==> config.mk <==
export PLATFORM = sky130hd
export DESIGN_NAME = cpu_sequencer
export DESIGN_NICKNAME = d
export VERILOG_FILES = /design/src/rtl/cpu_pkg.sv /design/src/rtl/cpu_op_decode.sv /design/src/rtl/cpu_sequencer.sv
export SDC_FILE = /design/constraint.sdc
export NUM_CORES = 1
export LEC_CHECK = 0
export BUFFER_PORTS_ARGS = -buffer_cell sky130_fd_sc_hd__buf_2
export CAP_MARGIN = 20
export CORE_ASPECT_RATIO = 0.9
export CORE_UTILIZATION = 50
export CTS_CLUSTER_DIAMETER = 100
export DETAILED_ROUTE_END_ITERATION = 7
export GPL_ROUTABILITY_DRIVEN = 0
export HOLD_SLACK_MARGIN = 0.08
export PLACE_DENSITY_LB_ADDON = 0.25
export RECOVER_POWER = 25
export SYNTH_ARGS = -nofsm -noshare
export SYNTH_HDL_FRONTEND = slang
export SYNTH_HIERARCHICAL = 1
export SYNTH_SLANG_ARGS = --single-unit
export TNS_END_PERCENT = 20
==> constraint.sdc <==
create_clock -name clk -period 3.6 [get_ports clk]
set_input_delay 0.36 -clock clk [delete_from_list [all_inputs] [get_ports clk]]
set_output_delay 0.36 -clock clk [all_outputs]
set_load 0.02 [all_outputs]
==> src/rtl/cpu_pkg.sv <==
// Shared opcodes, ALU codes, sequencer states and control payload for the 8-bit CPU.
package cpu_pkg;

  localparam int unsigned INSTR_W = 8;
  localparam int unsigned OP_W    = 5;
  localparam int unsigned REG_W   = 3;
  localparam int unsigned ALU_W   = 3;

  // Opcodes (IR[7:3])
  localparam logic [OP_W-1:0] OP_PASS  = 5'b00000;
  localparam logic [OP_W-1:0] OP_MOVC  = 5'b00001;
  localparam logic [OP_W-1:0] OP_CONST = 5'b00010;
  localparam logic [OP_W-1:0] OP_LDA   = 5'b00011;
  localparam logic [OP_W-1:0] OP_STORE = 5'b00100;
  localparam logic [OP_W-1:0] OP_LOAD  = 5'b00101;
  localparam logic [OP_W-1:0] OP_NOT   = 5'b00110;
  localparam logic [OP_W-1:0] OP_AND   = 5'b00111;
  localparam logic [OP_W-1:0] OP_OR    = 5'b01000;
  localparam logic [OP_W-1:0] OP_XOR   = 5'b01001;
  localparam logic [OP_W-1:0] OP_ADD   = 5'b01010;
  localparam logic [OP_W-1:0] OP_SUB   = 5'b01011;
  localparam logic [OP_W-1:0] OP_INC   = 5'b01100;
  localparam logic [OP_W-1:0] OP_HALT  = 5'b11110;
  localparam logic [OP_W-1:0] OP_NOP   = 5'b11111;

  // ALU op opcodes map to aluSel = opcode - OP_ALU_BASE (not=1 .. inc=7)
  localparam logic [OP_W-1:0] OP_ALU_BASE = 5'b00101;

  localparam logic [ALU_W-1:0] ALU_PASS = 3'b000;

  // IR reset value decodes as NOP
  localparam logic [INSTR_W-1:0] INSTR_RESET = 8'hF8;

  typedef enum logic [2:0] {
    ST_FETCH,
    ST_EXEC,
    ST_MEM,
    ST_WB,
    ST_HALT
  } seq_state_e;

  typedef enum logic [2:0] {
    CLS_REG,
    CLS_STORE,
    CLS_LOAD,
    CLS_HALT,
    CLS_ILLEGAL
  } op_class_e;

  // Register-file / ALU control strobes for one instruction
  typedef struct packed {
    logic             rin;
    logic             rout;
    logic             ra_in;
    logic             rc_out;
    logic             gen_const;
    logic [ALU_W-1:0] alu_sel;
  } ctrl_t;

endpackage

==> src/rtl/cpu_op_decode.sv <==
// Combinational opcode decode: opcode -> EXEC-cycle strobes, aluSel and instruction class.
module cpu_op_decode
  import cpu_pkg::*;
(
  input  logic [OP_W-1:0] opcode,
  output ctrl_t           ctrl_c,
  output op_class_e       cls_c
);

  // Opcode table; anything not listed is illegal and drives no strobes
  always_comb begin
    ctrl_c = '0;
    cls_c  = CLS_REG;
    case (opcode)
      OP_PASS: begin
        ctrl_c.rout    = 1'b1;
        ctrl_c.alu_sel = ALU_PASS;
      end
      OP_MOVC: begin
        ctrl_c.rc_out = 1'b1;
        ctrl_c.rin    = 1'b1;
      end
      OP_CONST: begin
        ctrl_c.gen_const = 1'b1;
        ctrl_c.alu_sel   = ALU_PASS;
      end
      OP_LDA: begin
        ctrl_c.rout  = 1'b1;
        ctrl_c.ra_in = 1'b1;
      end
      OP_STORE: cls_c = CLS_STORE;
      OP_LOAD:  cls_c = CLS_LOAD;
      OP_NOT, OP_AND, OP_OR, OP_XOR, OP_ADD, OP_SUB, OP_INC: begin
        ctrl_c.rout    = 1'b1;
        ctrl_c.alu_sel = ALU_W'(opcode - OP_ALU_BASE);
      end
      OP_NOP:   cls_c = CLS_REG;
      OP_HALT:  cls_c = CLS_HALT;
      default:  cls_c = CLS_ILLEGAL;
    endcase
  end

endmodule

==> src/rtl/cpu_sequencer.sv <==
// Multi-cycle fetch/execute sequencer: owns PC and IR, fetches over imem req/ack,
// runs reg<->mem moves over dmem req/ack and drives registered datapath strobes.
// Build option: SEQ_SINGLE_STEP_EN adds a `step` input; each step pulse seen in
// FETCH releases exactly one instruction fetch.
module cpu_sequencer
  import cpu_pkg::*;
#(
  parameter int unsigned     PC_W     = 8,
  parameter logic [PC_W-1:0] RESET_PC = '0
) (
  input  logic               clk,
  input  logic               rst,
`ifdef SEQ_SINGLE_STEP_EN
  input  logic               step,
`endif
  output logic               imemReq,
  output logic [PC_W-1:0]    imemAddr,
  input  logic               imemAck,
  input  logic [INSTR_W-1:0] imemData,
  output logic               dmemReq,
  output logic               dmemWe,
  input  logic               dmemAck,
  output logic [REG_W-1:0]   regSel,
  output logic [ALU_W-1:0]   aluSel,
  output logic               Rin,
  output logic               Rout,
  output logic               RAin,
  output logic               RCout,
  output logic               genConst,
  output logic               memToBus,
  output logic               busToMem,
  output logic               halted,
  output logic               illegalOp,
  output logic [PC_W-1:0]    pc
);

`ifdef SEQ_SINGLE_STEP_EN
  // Fetch waits for a step pulse; pulses outside FETCH are ignored
  localparam logic REQ_ON_ENTRY = 1'b0;
  logic req_start_c;
  assign req_start_c = step;
`else
  localparam logic REQ_ON_ENTRY = 1'b1;
  logic req_start_c;
  assign req_start_c = 1'b1;
`endif

  seq_state_e         state_q, state_d;
  logic [PC_W-1:0]    pc_q, pc_d;
  logic [INSTR_W-1:0] ir_q, ir_d;
  ctrl_t              ctrl_q, ctrl_d;
  logic               imem_req_q, imem_req_d;
  logic               dmem_req_q, dmem_req_d;
  logic               dmem_we_q, dmem_we_d;
  logic               mem_to_bus_q, mem_to_bus_d;
  logic               bus_to_mem_q, bus_to_mem_d;
  logic               halted_q, halted_d;
  logic               illegal_q, illegal_d;

  logic [OP_W-1:0]    dec_op_c;
  ctrl_t              dec_ctrl_c;
  op_class_e          dec_cls_c;
  logic               is_store_c;

  // Decode the incoming word during FETCH, the held IR otherwise
  assign dec_op_c   = (state_q == ST_FETCH) ? imemData[INSTR_W-1:REG_W]
                                            : ir_q[INSTR_W-1:REG_W];
  assign is_store_c = (dec_cls_c == CLS_STORE);

  cpu_op_decode u_dec (
    .opcode (dec_op_c),
    .ctrl_c (dec_ctrl_c),
    .cls_c  (dec_cls_c)
  );

  // Next state and next registered outputs; outputs are a function of the state entered
  always_comb begin
    state_d      = state_q;
    pc_d         = pc_q;
    ir_d         = ir_q;
    ctrl_d       = '0;
    imem_req_d   = 1'b0;
    dmem_req_d   = 1'b0;
    dmem_we_d    = 1'b0;
    mem_to_bus_d = 1'b0;
    bus_to_mem_d = 1'b0;
    halted_d     = 1'b0;
    illegal_d    = 1'b0;
    case (state_q)
      ST_FETCH: begin
        if (imem_req_q && imemAck) begin
          ir_d      = imemData;
          pc_d      = pc_q + PC_W'(1);
          ctrl_d    = dec_ctrl_c;
          illegal_d = (dec_cls_c == CLS_ILLEGAL);
          state_d   = ST_EXEC;
        end else begin
          imem_req_d = imem_req_q | req_start_c;
        end
      end
      ST_EXEC: begin
        case (dec_cls_c)
          CLS_STORE, CLS_LOAD: begin
            state_d      = ST_MEM;
            dmem_req_d   = 1'b1;
            dmem_we_d    = is_store_c;
            ctrl_d.rout  = is_store_c;
            bus_to_mem_d = is_store_c;
          end
          CLS_HALT: begin
            state_d  = ST_HALT;
            halted_d = 1'b1;
          end
          default: begin
            state_d    = ST_FETCH;
            imem_req_d = REQ_ON_ENTRY;
          end
        endcase
      end
      ST_MEM: begin
        if (dmemAck) begin
          if (is_store_c) begin
            state_d    = ST_FETCH;
            imem_req_d = REQ_ON_ENTRY;
          end else begin
            state_d      = ST_WB;
            ctrl_d.rin   = 1'b1;
            mem_to_bus_d = 1'b1;
          end
        end else begin
          dmem_req_d   = 1'b1;
          dmem_we_d    = is_store_c;
          ctrl_d.rout  = is_store_c;
          bus_to_mem_d = is_store_c;
        end
      end
      ST_WB: begin
        state_d    = ST_FETCH;
        imem_req_d = REQ_ON_ENTRY;
      end
      ST_HALT: begin
        halted_d = 1'b1;
      end
      default: state_d = ST_FETCH;
    endcase
  end

  // State, PC, IR and output registers with synchronous reset
  always_ff @(posedge clk) begin
    if (rst) begin
      state_q      <= ST_FETCH;
      pc_q         <= RESET_PC;
      ir_q         <= INSTR_RESET;
      ctrl_q       <= '0;
      imem_req_q   <= 1'b0;
      dmem_req_q   <= 1'b0;
      dmem_we_q    <= 1'b0;
      mem_to_bus_q <= 1'b0;
      bus_to_mem_q <= 1'b0;
      halted_q     <= 1'b0;
      illegal_q    <= 1'b0;
    end else begin
      state_q      <= state_d;
      pc_q         <= pc_d;
      ir_q         <= ir_d;
      ctrl_q       <= ctrl_d;
      imem_req_q   <= imem_req_d;
      dmem_req_q   <= dmem_req_d;
      dmem_we_q    <= dmem_we_d;
      mem_to_bus_q <= mem_to_bus_d;
      bus_to_mem_q <= bus_to_mem_d;
      halted_q     <= halted_d;
      illegal_q    <= illegal_d;
    end
  end

  assign imemReq   = imem_req_q;
  assign imemAddr  = pc_q;
  assign pc        = pc_q;
  assign regSel    = ir_q[REG_W-1:0];
  assign aluSel    = ctrl_q.alu_sel;
  assign Rin       = ctrl_q.rin;
  assign Rout      = ctrl_q.rout;
  assign RAin      = ctrl_q.ra_in;
  assign RCout     = ctrl_q.rc_out;
  assign genConst  = ctrl_q.gen_const;
  assign dmemReq   = dmem_req_q;
  assign dmemWe    = dmem_we_q;
  assign memToBus  = mem_to_bus_q;
  assign busToMem  = bus_to_mem_q;
  assign halted    = halted_q;
  assign illegalOp = illegal_q;

endmodule

==> metrics.cfg, run 1 <==
[outcome]
status = completed

[worst_setup_path]
max_stage_delay_ns = 0.51
cp_cell_sequence = or3_4 > nand2_1 > nand2_1 > inv_1 > ha_1 > or3_4 > nand2_1 > a22o_1 > nor3b_1 > a21bo_2 > a21oi_1
crit_arrival_ns = 3.06
cp_slowest_cell = or3_4
crit_fanout = 14
end_kind = flip-flop
start_kind = flip-flop
worstSetupPathType = reg2reg
path_common_cell = nand2_1
timing.critical_path.required_ns = 3.82

[sta]
rsz0062_at_grt = false
fmax_ghz = 0.352
post-route-period-util = 0.789
tightest_slew_ns = 0.589
skew_ns = 0.00307
final.setup.tns_ns = 0
finalHoldViolCount = 0
final_max_slew_viol_count = 0
fin_crit_ns = 2.84
setup-violations-final = 0
fin_hold_ws_ns = 0.323
max-slew-margin-rel = 0.604

[yosys]
synth_compound_area_frac = 0.166
ys_seq_area_frac = 0.389
synth_seq_cells = 33
synth_cell_types = 43
synth_area_um2 = 1700
synth.area.mux_share = 0.0125
syn_avg_cell_area_um2 = 8.67
synth_xor_area_frac = 0.00515
yosys.area_share.simple = 0.302
synth.yosys.warnings = 6
syn_nets = 214
synth_top_family_by_area = simple AND/OR/NAND/NOR gates
synthCells = 196
yosys.area_share.adder = 0.0442

[pwr]
p_sw_mw = 0.214
pwr-share-seq = 0.446
clockPowerShare = 0.411
p_comb_frac = 0.143
powerDensity_nw_per_um2 = 442
switching_share = 0.247
p_leak_nw = 0.824
p_int_mw = 0.650
ir_worst_vdd_uv = 294

[grt]
first_global_vias = 1253
track_usage = 0.193
antenna_found_initial = 0
grt.overflow.total = 0
grt_max_degree = 23
grt_pass1_wl_um = 5460

[finish]
post_route_cells_drive_above_1_share = 0.209
syn_to_final_growth_pct = 15.0
final_common_cell = dfxtp_1
diodes = 0
nets = 247
fillers = 288
final_cell_mix = dfxtp_1 (33), buf_2 (29), nand2_1 (23)

[clocking]
cts_hold_buf = 0
cts_buffer_depth = 2
cts_setup_buffers = 0
cts_max_level = 2
cts.sinks = 33
cts_buffers = 5
clockRootBuffer = clkbuf_8
path_clk_slew_ns = 0.07
cts_tree = built
cts_resized = 0
clock_latency_ns = 0.28

[floorplanning]
core_area_um2 = 3140
io_pins = 46
die_w_um = 63.4
die_area_um2 = 3640
rows = 19
fp.dieH_um = 57.3
initial_core_util = 0.541

[drt]
drtIter0Drc = 69
drcViolationCount = 0
first_pass_iters = 4
dr_total_vias = 1461
ant_nets = 0
wire_per_inst_um = 12.1
vias_per_cell = 5.37
routed_wl_um = 3300

[placed_design]
numPortBuffers = 45
hpwl_um = 2340

[hold_path]
min-delay-path-class = in2reg

[flow_run]
maxCapViolCount = 0

[synth_stat cells, drive strengths merged]
master / number / area (µm²)
nand2b: 1 / 6.26
a31oi: 1 / 6.26
nor2b: 3 / 18.8
or2: 1 / 6.26
and3: 7 / 43.8
o211ai: 1 / 7.51
xor2: 1 / 8.76
ha: 6 / 75.1
o31ai: 5 / 37.5
nor3: 8 / 45.0
nor2: 7 / 26.3
o21a: 1 / 7.51
nor4bb: 1 / 10.0
a211o: 6 / 52.6
or3b: 1 / 8.76
mux2i: 1 / 10.0
inv: 3 / 11.3
o21bai: 1 / 7.51
nand2: 23 / 86.3
or3: 6 / 47.5
nand4b: 3 / 26.3
nand3: 9 / 45.0
nor3b: 1 / 7.51
o21ai: 8 / 43.8
nand4bb: 1 / 27.5
dfxtp: 33 / 661
clkbuf: 3 / 11.3
or4: 4 / 30.0
a21bo: 1 / 10.0
mux2: 1 / 11.3
nand3b: 1 / 7.51
a22o: 1 / 8.76
a21oi: 18 / 101
buf: 17 / 115
nand4: 1 / 6.26
and2: 10 / 63.8
[per-layer routing]
metal  vias up  global-route usage  share of wire
met4         0              0.0487         0.0094
li1        753                   -              -
met5         -                   0              0
met2        35               0.298           0.45
met3         5              0.0700          0.051
met1       668               0.257           0.49
[power by group through the flow]
stage / logic, mW / clock network [mW] / registers [mW]
after floorplan: 0.0944 / 0 / 0.395
after global placement: 0.123 / 0 / 0.393
after detailed placement: 0.124 / 0 / 0.393
after CTS: 0.124 / 0.359 / 0.385
after global routing: 0.138 / 0.378 / 0.386
final: 0.123 / 0.354 / 0.385
[logic make-up (layout without fill, tap and decap cells)]
group	after synthesis	count (layout)
AND/OR/NAND/NOR	88	88
AO/OA/AOI/OAI	43	43
flip-flops	33	33
buffers and inverters	23	57
adder cells (fa/ha/maj)	6	6
multiplexers	2	2
XOR/XNOR	1	1
[state kept, by name, indices dropped and copies added, names as in the netlist]
| name | flops |
|---|---|
| memToBus | 1 |
| aluSel | 3 |
| halted | 1 |
| Rout | 1 |
| imemReq | 1 |
| dmemReq | 1 |
| RAin | 1 |
| imemAddr | 8 |
| illegalOp | 1 |
| RCout | 1 |
| busToMem | 1 |
| Rin | 1 |
| ir_q | 8 |
| genConst | 1 |
| state_q | 3 |
[worst paths after layout]
check | to | startpoint | slack, ns | cells after the start
worst max-delay path | Rout | state_q[0] | 0.76 | 11
worst min-delay path | ir_q[1] | imemData[1] | 0.32 | 3
worst max register to register | Rout | state_q[0] | 0.76 | 11
worst min register to register | ir_q[3] | ir_q[3] | 0.47 | 1
[critical path, delay by kind of cell, from the launching register on]
family	cells	cell delay (ns)
buf+inv	1	0.12
fa+ha+maj	1	0.23
simple gates	6	1.32
compound gates	3	0.67
flops	1	0.42
[area by class of cell]
class / count / area [µm²] / area share
clock buffer: 7 / 86.3 / 0.0442
clock inverter: 1 / 30.0 / 0.0154
inverter: 3 / 11.3 / 0.00576
multi-input combinational: 140 / 901 / 0.461
sequential: 33 / 661 / 0.338
tap: 42 / 52.6 / 0.0269
timing repair buffer: 46 / 213 / 0.109
[stage by stage]
| stage | std cells | worst slack [ns] | area (µm²) | total power, mW | util |
|---|---|---|---|---|---|
| 2_1_floorplan | 196 | 0.917 | 1700 | 0.490 | - |
| 3_3_place_gp | 264 | 0.914 | 1860 | 0.516 | 0.592 |
| 3_5_place_dp | 264 | 0.811 | 1860 | 0.517 | 0.592 |
| 4_1_cts | 272 | 0.799 | 1970 | 0.869 | 0.629 |
| 5_1_grt | 272 | 0.572 | 1950 | 0.902 | 0.623 |
| 6_report | 272 | 0.760 | 1950 | 0.863 | 0.623 |
Note: power is estimated with default switching activity, not from simulation.
==> run 2: changes to the inputs <==
==> constraint.sdc (replaced) <==
create_clock -name clk -period 2.65 [get_ports clk]
set_input_delay 0.265 -clock clk [delete_from_list [all_inputs] [get_ports clk]]
set_output_delay 0.265 -clock clk [all_outputs]
set_load 0.02 [all_outputs]
==> run 2 against run 1 <==
Compared with the run above:
- first-iteration DRC count fell by 16%
- maximum frequency up 13%
- hold slack got worse by 0.094 ns
- die area did not move
- worst setup slack got worse by 0.63 ns
- critical path type unchanged
- largest cell class unchanged
==> metrics.cfg, run 2 (synthesis results as in run 1) <==
[sta]
max-slew-margin-rel = 0.600
tightest_slew_ns = 0.595
fin_crit_ns = 2.52
post-route-period-util = 0.951
finalHoldViolCount = 0
skew_ns = 0.00255
fmax_ghz = 0.397
setup-violations-final = 0
worst_slack_ns = 0.131
final_max_slew_viol_count = 0

[worst_setup_path]
r2r_slack_ns = 0.13
reg2regPathDepth = 12
timing.critical_path.required_ns = 2.84
crit_arrival_ns = 2.71
crit_fanout = 5
end_kind = flip-flop
regToRegEndpoint = halted
start_kind = flip-flop
worstSetupPathType = reg2reg
reg2reg_from = state_q[2]

[drt]
first_pass_iters = 4
drtIter0Drc = 58
routed_wl_um = 3550
drcViolationCount = 0
vias_per_cell = 5.40
ant_nets = 0
wire_per_inst_um = 12.7
dr_total_vias = 1507

[floorplanning]
core_area_um2 = 3140
io_pins = 46
die_area_um2 = 3640
initial_core_util = 0.541
die_w_um = 63.4
fp.dieH_um = 57.3
rows = 19

[grt]
grt.overflow.total = 0
grt_max_degree = 23
track_usage = 0.215
grt_pass1_wl_um = 6040
first_global_vias = 1383
antenna_found_initial = 0

[finish]
final_common_cell = dfxtp_1
final_cells = 279
final_cell_mix = dfxtp_1 (33), buf_2 (29), nand2_1 (21)
nets = 255
post_route_cells_drive_above_1_share = 0.270
syn_to_final_growth_pct = 18.9
diodes = 0

[hold_path]
min-delay-path-class = in2reg
hold_depth = 3
min_to = ir_q[0]
hold_start = imemData[0]

[placed_design]
hpwl_um = 2570
post-place-ws_ns = -0.0167
numPortBuffers = 45
place_inst = 271

[clocking]
cts_buffers = 5
cts.sinks = 33
cts_tree = built
cts_buffer_depth = 2
cts_max_level = 2
clock_latency_ns = 0.28
path_clk_slew_ns = 0.06
clockRootBuffer = clkbuf_8

[outcome]
status = completed

[pwr]
powerDensity_nw_per_um2 = 541
ir_worst_vdd_uv = 335
p_leak_nw = 0.851

[flow_run]
maxCapViolCount = 0

==> run 2: cell count changes in the layout (fill, tap and decap cells not counted), moves of 2 or more <==
| cell | before | now |
|---|---|---|
| nand2_2 | 0 | 2 |
| inv_1 | 3 | 1 |
| ha_2 | 0 | 2 |
| nand2_1 | 23 | 21 |
| ha_1 | 6 | 4 |
| inv_2 | 0 | 2 |
| buf_4 | 1 | 9 |
==> run 2: stage by stage <==
step / power (mW) / hold WS [ns] / cell area [µm²] / utilization / TNS (ns)
6_report: 1.09 / 0.228 / 2020 / 0.644 / 0
3_5_place_dp: 0.714 / 0.452 / 1920 / 0.611 / -0.0167
2_1_floorplan: 0.666 / 0.413 / 1710 / - / 0
5_1_grt: 1.14 / 0.247 / 2020 / 0.644 / -0.00218
3_3_place_gp: 0.712 / 0.446 / 1920 / 0.611 / 0
4_1_cts: 1.09 / 0.226 / 2010 / 0.640 / 0
==> run 2: area by class of cell <==
type | instances | area, µm²
tap | 42 | 52.6
inverter | 3 | 11.3
timing repair buffer | 54 | 273
sequential | 33 | 661
fill | 294 | 1120
multi-input combinational | 140 | 937
clock buffer | 7 | 86.3
==> run 2: power breakdown <==
part | total (mW) | internal [mW] | switching [mW]
Combinational | 0.193 | 0.0804 | 0.113
Clock | 0.378 | 0.206 | 0.172
Sequential | 0.522 | 0.511 | 0.0105
==> run 2: critical path, cell delays in order, from the launching register on <==
cell and delay, ns:
dfxtp_1 0.34, or3_4 0.43, nand2_1 0.09, nand2_2 0.09
inv_2 0.08, ha_2 0.21, or3_4 0.15, nand2_1 0.05
a22o_1 0.22, buf_4 0.15, nor4bb_2 0.24, mux2i_1 0.13
nor3_1 0.24
==> run 2: worst max-delay path by stage <==
stage / startpoint / end / slack, ns / cells past startpoint
after global placement: state_q[0] / Rout / 0.14 / 11
after floorplan: state_q[0] / state_q[1] / 0.04 / 13
after global routing: state_q[2] / halted / -0.002 / 12
after detailed placement: state_q[0] / Rout / -0.02 / 11
after CTS: state_q[0] / halted / 0.07 / 12
final: state_q[2] / halted / 0.13 / 12
==> run 2: routing by layer <==
layer	up-vias	wire [µm]	share of wire	track usage
li1	769	-	-	-
met1	694	1720	0.49	0.265
met2	34	1610	0.45	0.350
met3	10	128	0.036	0.0500
met4	0	85	0.024	0.114
met5	-	0	0	0
==> run 2: what timing repair did <==
item | in CTS | in global routing
setup buffers | 0 | 1
pin swaps | 0 | 3
resized for setup | 1 | 9
cloned | 0 | 0
hold buffers | 0 | 0
endpoints found under the setup margin | 1 | 9
